### config.mk
export PLATFORM = sky130hd
export DESIGN_NAME = interrupt_ctrl
export DESIGN_NICKNAME = d
export VERILOG_FILES = /design/src/rtl/interrupt_ctrl.sv
export SDC_FILE = /design/constraint.sdc
export NUM_CORES = 1
export LEC_CHECK = 0
export CAP_MARGIN = 0
export CORE_AREA = 2 2 39 41
export CTS_BUF_LIST = sky130_fd_sc_hd__clkbuf_8
export CTS_CLUSTER_DIAMETER = 80
export DETAILED_ROUTE_END_ITERATION = 8
export DIE_AREA = 0 0 41 43
export GPL_ROUTABILITY_DRIVEN = 0
export HOLD_SLACK_MARGIN = 0.08
export PLACE_DENSITY = 0.76
export SLEW_MARGIN = 20
export SYNTH_ARGS = -nofsm -noshare
export SYNTH_HDL_FRONTEND = slang
export SYNTH_SLANG_ARGS = --single-unit
export TNS_END_PERCENT = 10
### constraint.sdc
create_clock -name ref_clk -period 3.5 [get_ports ref_clk]
set_input_delay 0.875 -clock ref_clk [delete_from_list [all_inputs] [get_ports ref_clk]]
set_output_delay 0.875 -clock ref_clk [all_outputs]
set_load 0.02 [all_outputs]
### src/rtl/interrupt_ctrl.sv
// Interrupt code generator for the core decoder: timed RESET pulse, auto-expiring
// PAUSE and latched STOP. Runs on the ungated reference clock.
module interrupt_ctrl #(
    parameter int                  DATA_WIDTH      = 8,
    parameter int                  RESET_CYCLES    = 4,
    parameter int                  PAUSE_CYCLES    = 16,
    parameter logic [DATA_WIDTH-1:0] INTERRUPT_RESET = 8'h01,
    parameter logic [DATA_WIDTH-1:0] INTERRUPT_STOP  = 8'h02,
    parameter logic [DATA_WIDTH-1:0] INTERRUPT_PAUSE = 8'h03
) (
    input  logic                  ref_clk,
    input  logic                  chip_rst_n,
    input  logic                  req_reset,
    input  logic                  req_stop,
    input  logic                  req_pause,
    input  logic                  resume,
    output logic [DATA_WIDTH-1:0] interrupt,
    output logic                  busy,
    output logic [1:0]            state
);

    localparam int MAX_CYCLES = (RESET_CYCLES > PAUSE_CYCLES) ? RESET_CYCLES : PAUSE_CYCLES;
    localparam int CNT_W      = $clog2(MAX_CYCLES + 1);

    localparam logic [DATA_WIDTH-1:0] INTERRUPT_NONE = {DATA_WIDTH{1'b0}};
    localparam logic [CNT_W-1:0]      RESET_LOAD     = CNT_W'(RESET_CYCLES - 1);
    localparam logic [CNT_W-1:0]      PAUSE_LOAD     = CNT_W'(PAUSE_CYCLES - 1);
    localparam logic [CNT_W-1:0]      CNT_ZERO       = {CNT_W{1'b0}};
    localparam logic [CNT_W-1:0]      CNT_ONE        = CNT_W'(1);

    typedef enum logic [1:0] {
        ST_IDLE  = 2'b00,
        ST_RESET = 2'b01,
        ST_STOP  = 2'b10,
        ST_PAUSE = 2'b11
    } state_t;

    state_t                  r_state;
    logic [CNT_W-1:0]        r_cnt;
    logic [DATA_WIDTH-1:0]   r_interrupt;
    logic                    r_busy;

    state_t                  w_state_nxt;
    logic [CNT_W-1:0]        w_cnt_nxt;

    // Outputs are decoded from the next state so they register alongside it.
    function automatic logic [DATA_WIDTH-1:0] decode_code(input state_t st);
        logic [DATA_WIDTH-1:0] code;
        case (st)
            ST_IDLE:  code = INTERRUPT_NONE;
            ST_RESET: code = INTERRUPT_RESET;
            ST_STOP:  code = INTERRUPT_STOP;
            ST_PAUSE: code = INTERRUPT_PAUSE;
            default:  code = INTERRUPT_NONE;
        endcase
        return code;
    endfunction

    // Next-state and counter logic; requests are prioritised and never queued.
    always_comb begin
        w_state_nxt = r_state;
        w_cnt_nxt   = r_cnt;
        case (r_state)
            ST_IDLE: begin
                if (req_reset) begin
                    w_state_nxt = ST_RESET;
                    w_cnt_nxt   = RESET_LOAD;
                end else if (req_stop) begin
                    w_state_nxt = ST_STOP;
                    w_cnt_nxt   = CNT_ZERO;
                end else if (req_pause) begin
                    w_state_nxt = ST_PAUSE;
                    w_cnt_nxt   = PAUSE_LOAD;
                end else begin
                    w_state_nxt = ST_IDLE;
                    w_cnt_nxt   = CNT_ZERO;
                end
            end
            ST_RESET: begin
                if (req_reset) begin
                    w_state_nxt = ST_RESET;
                    w_cnt_nxt   = RESET_LOAD;
                end else if (r_cnt == CNT_ZERO) begin
                    w_state_nxt = ST_IDLE;
                    w_cnt_nxt   = CNT_ZERO;
                end else begin
                    w_state_nxt = ST_RESET;
                    w_cnt_nxt   = r_cnt - CNT_ONE;
                end
            end
            ST_STOP: begin
                if (req_reset) begin
                    w_state_nxt = ST_RESET;
                    w_cnt_nxt   = RESET_LOAD;
                end else if (resume) begin
                    w_state_nxt = ST_IDLE;
                    w_cnt_nxt   = CNT_ZERO;
                end else begin
                    w_state_nxt = ST_STOP;
                    w_cnt_nxt   = CNT_ZERO;
                end
            end
            ST_PAUSE: begin
                if (req_reset) begin
                    w_state_nxt = ST_RESET;
                    w_cnt_nxt   = RESET_LOAD;
                end else if (req_stop) begin
                    w_state_nxt = ST_STOP;
                    w_cnt_nxt   = CNT_ZERO;
                end else if (req_pause) begin
                    w_state_nxt = ST_PAUSE;
                    w_cnt_nxt   = PAUSE_LOAD;
                end else if (resume || (r_cnt == CNT_ZERO)) begin
                    w_state_nxt = ST_IDLE;
                    w_cnt_nxt   = CNT_ZERO;
                end else begin
                    w_state_nxt = ST_PAUSE;
                    w_cnt_nxt   = r_cnt - CNT_ONE;
                end
            end
            default: begin
                w_state_nxt = ST_IDLE;
                w_cnt_nxt   = CNT_ZERO;
            end
        endcase
    end

    // State, counter and registered outputs; chip reset aborts any sequence.
    always_ff @(posedge ref_clk) begin
        if (!chip_rst_n) begin
            r_state     <= ST_IDLE;
            r_cnt       <= CNT_ZERO;
            r_interrupt <= INTERRUPT_NONE;
            r_busy      <= 1'b0;
        end else begin
            r_state     <= w_state_nxt;
            r_cnt       <= w_cnt_nxt;
            r_interrupt <= decode_code(w_state_nxt);
            r_busy      <= (w_state_nxt != ST_IDLE);
        end
    end

    assign interrupt = r_interrupt;
    assign busy      = r_busy;
    assign state     = r_state;

endmodule

# Word-level counts from Yosys, hierarchy flattened
# Index checks and enable logic that the tools add are counted.
dict set report totals {
  regBits 16
  out_inout_bits 11
}
dict set report classes {
  add_sub_neg 1
  eq_ne 6
  muxes 24
  n_reduce_logical 5
}
# op count
set ops {}
lappend ops {{$pmux W8 S4} 1}
lappend ops {{$mux W5} 6}
lappend ops {{$mux W2} 10}
lappend ops {{$pmux W5 S4} 1}
lappend ops {{$mux W4} 3}
lappend ops {{$eq A2 B2 Y1 const B} 4}
lappend ops {{$pmux W2 S4} 1}
lappend ops {{$logic_not A5 Y1} 1}
lappend ops {{$sub A5 B1 Y5 const B} 1}
lappend ops {{$eq A2 B1 Y1 const B} 2}
lappend ops {{$logic_not A2 Y1} 2}
lappend ops {{$mux W1} 2}
lappend ops {{$reduce_bool A2 Y1} 1}
lappend ops {{$logic_or A1 B1 Y1} 1}

# Depth between registers and ports, before layout
dict set report depth {
  word_depth 9
  ltp_mapped 6
  depth_no_buf 6
}

# Least setup slack after synthesis
# No wires, ideal clock.
dict set report synth_timing {
  kind {input to register}
  startpoint {input resume}
  endpoint {register r_busy, in the netlist busy}
  setup_ns 0.126
  arrival_time_ns 1.528
  required_time_ns 3.374
  setup_slack_ns 1.846
  path_stages 4
  cell_sequence {o21ai_0 and3b_1 o31ai_4 o21ai_2}
}
dict set report synth_via {
  elab_chain_cells 7
  elab_cells_between_ends 9
  cone_classes {7 x mux; 2 x reduce/logical}
}
# element line_no
set synth_lines {}
lappend synth_lines {{start, declared} 16} ;# input logic resume,
lappend synth_lines {{$logic_or A1 B1 Y1} 113} ;# end else if (resume || (r_cnt == CNT_ZERO)) begin
lappend synth_lines {{$mux W2} 113}
lappend synth_lines {{$mux W2} 110} ;# end else if (req_pause) begin
lappend synth_lines {{$mux W2} 107} ;# end else if (req_stop) begin
lappend synth_lines {{$mux W2} 104} ;# if (req_reset) begin
lappend synth_lines {{$pmux W2 S4 *} 63} ;# case (r_state)
lappend synth_lines {{$reduce_bool A2 Y1 *} 139} ;# r_busy <= (w_state_nxt != ST_IDLE);
lappend synth_lines {{end signal, assigned} 139}
lappend synth_lines {{end, declared} 41} ;# logic r_busy;
# Every way passes the cells marked *; elsewhere a longest branch is shown, timed or not.
# A chain may end at the register's enable or synchronous reset.

# Final worst setup path
dict set report layout_timing {
  startpoint {register r_state[1], in the netlist state[1]}
  endpoint {output state[1]}
}
# element line_no
set layout_lines {}
lappend layout_lines {{start, declared} 38} ;# state_t r_state;
lappend layout_lines {{start signal, assigned} 136} ;# r_state <= w_state_nxt;
lappend layout_lines {{end, declared} 19} ;# output logic [1:0] state
# No word-level cell between the ends.

==> results_dict.tcl <==
set metrics [dict create \
    dp_slack_ns 1.21 \
    vdd_drop_max_mv 0.283 \
    layout-drive-gt1-share_pct 11.3 \
    power_uw 296 \
    synth.avg_cell_area_um2 9.21 \
    cpMaxStageDelayCell "sky130_fd_sc_hd__clkdlybuf4s50_1" \
    drt_iter0_markers 2 \
    synth-warning-count 0 \
    synth_seq_cells 9 \
    chipHeight_um 43 \
    areaGrowthSynthToFinish_pct 28.5 \
    worst_path_largest_cell_delay_ns 0.66 \
    vias 364 \
    clk-insertion-delay-late_ns 0.23 \
    finalHoldViolations 0 \
    wirelength_um 805 \
    die_span_x_um 41 \
    met3_length_um 82 \
    numPortBuffers 10 \
    postCtsHoldBufs 0 \
    detailed_place.area_um2 547 \
    start_util_pct 33.3 \
    design_area_um2 592 \
    post_cts.resized_instances 0 \
    synth.yosys.seq_area_share_pct 39.1 \
    netlist.top_cell.by_area "sky130_fd_sc_hd__dfxtp_1" \
    insertedDiodeCount 0 \
    timing.critical_path.fanout_max 8 \
    post_synthesis_instance_total 50 \
    result_of_the_run "complete, no violations" \
    post_route_minimum_period_ns 2.21 \
    cellLeakagePower_nw 0.252 \
    grt_pass1_wl_um 1260 \
    rows 14 \
    post-route-worst-setup-slack_ns 1.29 \
    route.detailed.vias_per_inst 4.67 \
    track_usage_pct 11.7 \
    clock_tree.htree_level_count 1 \
    ant_nets 0 \
    tritoncts.num_buffers 3 \
    final.period_utilization_pct 63.1 \
    numClockSinks 9 \
    highest-signal-layer "met4" \
    vias_in_the_first_global_route 305 \
    cp.required_ns 2.62 \
    timing.clock.skew_ns 0.00119 \
    worst_setup_path_start_kind "flop" \
    detailedRoute.firstPassIterationCount 4 \
    maximum_number_of_pins_on_one_net_before_global_route_repair 9 \
    m1WireLength_um 336 \
    finalSetupTns_ns 0 \
    post-synth-top-area-fraction_pct 39.1 \
    coreArea_um2 1380 \
    clk_pin_slew_worst_paths_ns 0.04 \
    post-dp-hpwl_um 614 \
    timing_max_transition_violations_final 0 \
    synth-edff-count 0 \
    number_of_buffers_on_the_longest_clock_path 2 \
    grt_overflow_total 0 \
    post_cts.repair.setup_buffers 0 \
    critical_path_class "reg2out" \
    proportion_of_synthesized_flip_flops_having_asynchronous_set_or_reset_pct 0 \
    setup_viol_count_final 0 \
    syn_area_um2 460 \
    synthTopCellsByCount "sky130_fd_sc_hd__dfxtp_1 (9), sky130_fd_sc_hd__buf_4 (7), sky130_fd_sc_hd__a21oi_1 (5), sky130_fd_sc_hd__nor2_1 (5), sky130_fd_sc_hd__inv_1 (4)" \
    met2_layer_wire_length_in_the_routed_design_um 342 \
    clock_root_cell "sky130_fd_sc_hd__clkbuf_8" \
    synthMostInstantiatedCell "sky130_fd_sc_hd__dfxtp_1" \
    antenna_found_initial 0 \
    wire_per_inst_um 10.3 \
    hold_path_class "reg2reg" \
    critical_path.top_delay_family "buffers and inverters" \
    worstPathCellList "clkdlybuf4s50_1" \
    critical_path_buf_inv_count 1 \
    synth_top_area_cells "sky130_fd_sc_hd__dfxtp_1 (39%), sky130_fd_sc_hd__buf_4 (11%), sky130_fd_sc_hd__xor2_1 (5.7%)" \
    synth_ff_type "sky130_fd_sc_hd__dfxtp_1" \
    rsz0062_at_grt "false" \
    cts_tree "built" \
    arrival_ns 1.33 \
    clock.fmax_mhz 453 \
    fin_nets 70 \
    ys_types 20 \
    power_density_nw_per_um2 500 \
    route.detailed.drc 0 \
    io_pins 17 \
    final_core_util_pct 42.8 \
    maxCapViolCount 0 \
    floorplan.die_area_um2 1760 \
    crit_path_end_kind "output port" \
]
[sequential cells by signal, indices dropped and copies added (netlist names)]
| register | flops |
|---|---|
| r_cnt | 5 |
| interrupt | 1 |
| busy | 1 |
| state | 2 |
[final cells by class]
class                      instances  area [µm²]
multi-input combinational         35         231
timing repair buffer              10         100
inverter                           4        15.0
fill                             141         792
clock inverter                     1        3.75
sequential                         9         180
tap                               16        20.0
clock buffer                       3        41.3
[worst reg2reg max path, delay by kind of cell (launching register included)]
| family | cells | cell delay, ns |
|---|---|---|
| AOI/OAI and AO/OA | 2 | 0.40 |
| buffers and inverters | 1 | 0.06 |
| adders and majority gates | 1 | 0.19 |
| and+or+nand+nor | 2 | 0.51 |
| DFF | 1 | 0.31 |
[metrics by stage]
stage	hold slack [ns]	cells
after floorplan	0.429	55
after global placement	0.454	74
after detailed placement	0.467	74
after CTS	0.473	78
after global routing	0.507	78
final	0.464	78
[layout by cell type, fill, tap and decap left out]
cell                              netlist  layout
sky130_fd_sc_hd__ha_1                   1       1
sky130_fd_sc_hd__nand2b_1               1       1
sky130_fd_sc_hd__dfxtp_1                9       9
sky130_fd_sc_hd__a21oi_1                5       5
sky130_fd_sc_hd__nor2_1                 5       5
sky130_fd_sc_hd__o31ai_4                1       1
sky130_fd_sc_hd__nor3b_2                1       1
sky130_fd_sc_hd__a211oi_1               1       1
sky130_fd_sc_hd__nor4b_2                1       1
sky130_fd_sc_hd__clkdlybuf4s50_1        0      10
sky130_fd_sc_hd__a2111oi_0              1       1
sky130_fd_sc_hd__o21ai_2                1       1
sky130_fd_sc_hd__inv_1                  4       5
sky130_fd_sc_hd__o21ai_0                3       3
sky130_fd_sc_hd__and3b_1                1       1
sky130_fd_sc_hd__clkbuf_8               0       3
sky130_fd_sc_hd__nand2_1                1       1
sky130_fd_sc_hd__xor2_1                 3       3
sky130_fd_sc_hd__o31a_1                 1       1
sky130_fd_sc_hd__nor3_1                 2       2
sky130_fd_sc_hd__conb_1                 1       6
[layer usage]
layer,up-vias,GRT usage [%]
met4,0,14.0
met3,4,3.66
met1,161,13.7
met5,-,0
met2,18,14.4
li1,181,-
[cell families after synthesis]
group / count (synthesis) / share of synthesized area, %
compound gates: 13 / 20.7
xor+xnor: 3 / 5.71
fa+ha+maj: 1 / 2.72
buf+inv: 11 / 14.7
flops: 9 / 39.1
other cells: 1 / 0.814
simple gates: 12 / 16.3
[final timing paths]
| kind | slack [ns] | start | end | cells past startpoint |
|---|---|---|---|---|
| setup reg to reg | 1.91 | r_cnt[0]$_SDFF_PN0_ | busy$_SDFF_PN0_ | 6 |
| hold / removal | 0.46 | r_cnt[0]$_SDFF_PN0_ | r_cnt[0]$_SDFF_PN0_ | 1 |
| setup / recovery | 1.29 | state[1]$_SDFF_PN0_ | state[1] | 1 |
| hold reg to reg | 0.46 | r_cnt[0]$_SDFF_PN0_ | r_cnt[0]$_SDFF_PN0_ | 1 |
[power by group]
part | switching, mW | total, mW | leakage [nW] | internal, mW
Clock | 0.0400 | 0.116 | 0.0269 | 0.0763
Combinational | 0.0340 | 0.0624 | 0.151 | 0.0283
Sequential | 0.00633 | 0.117 | 0.0744 | 0.111
No activity file was read; power rests on OpenSTA's default activity.
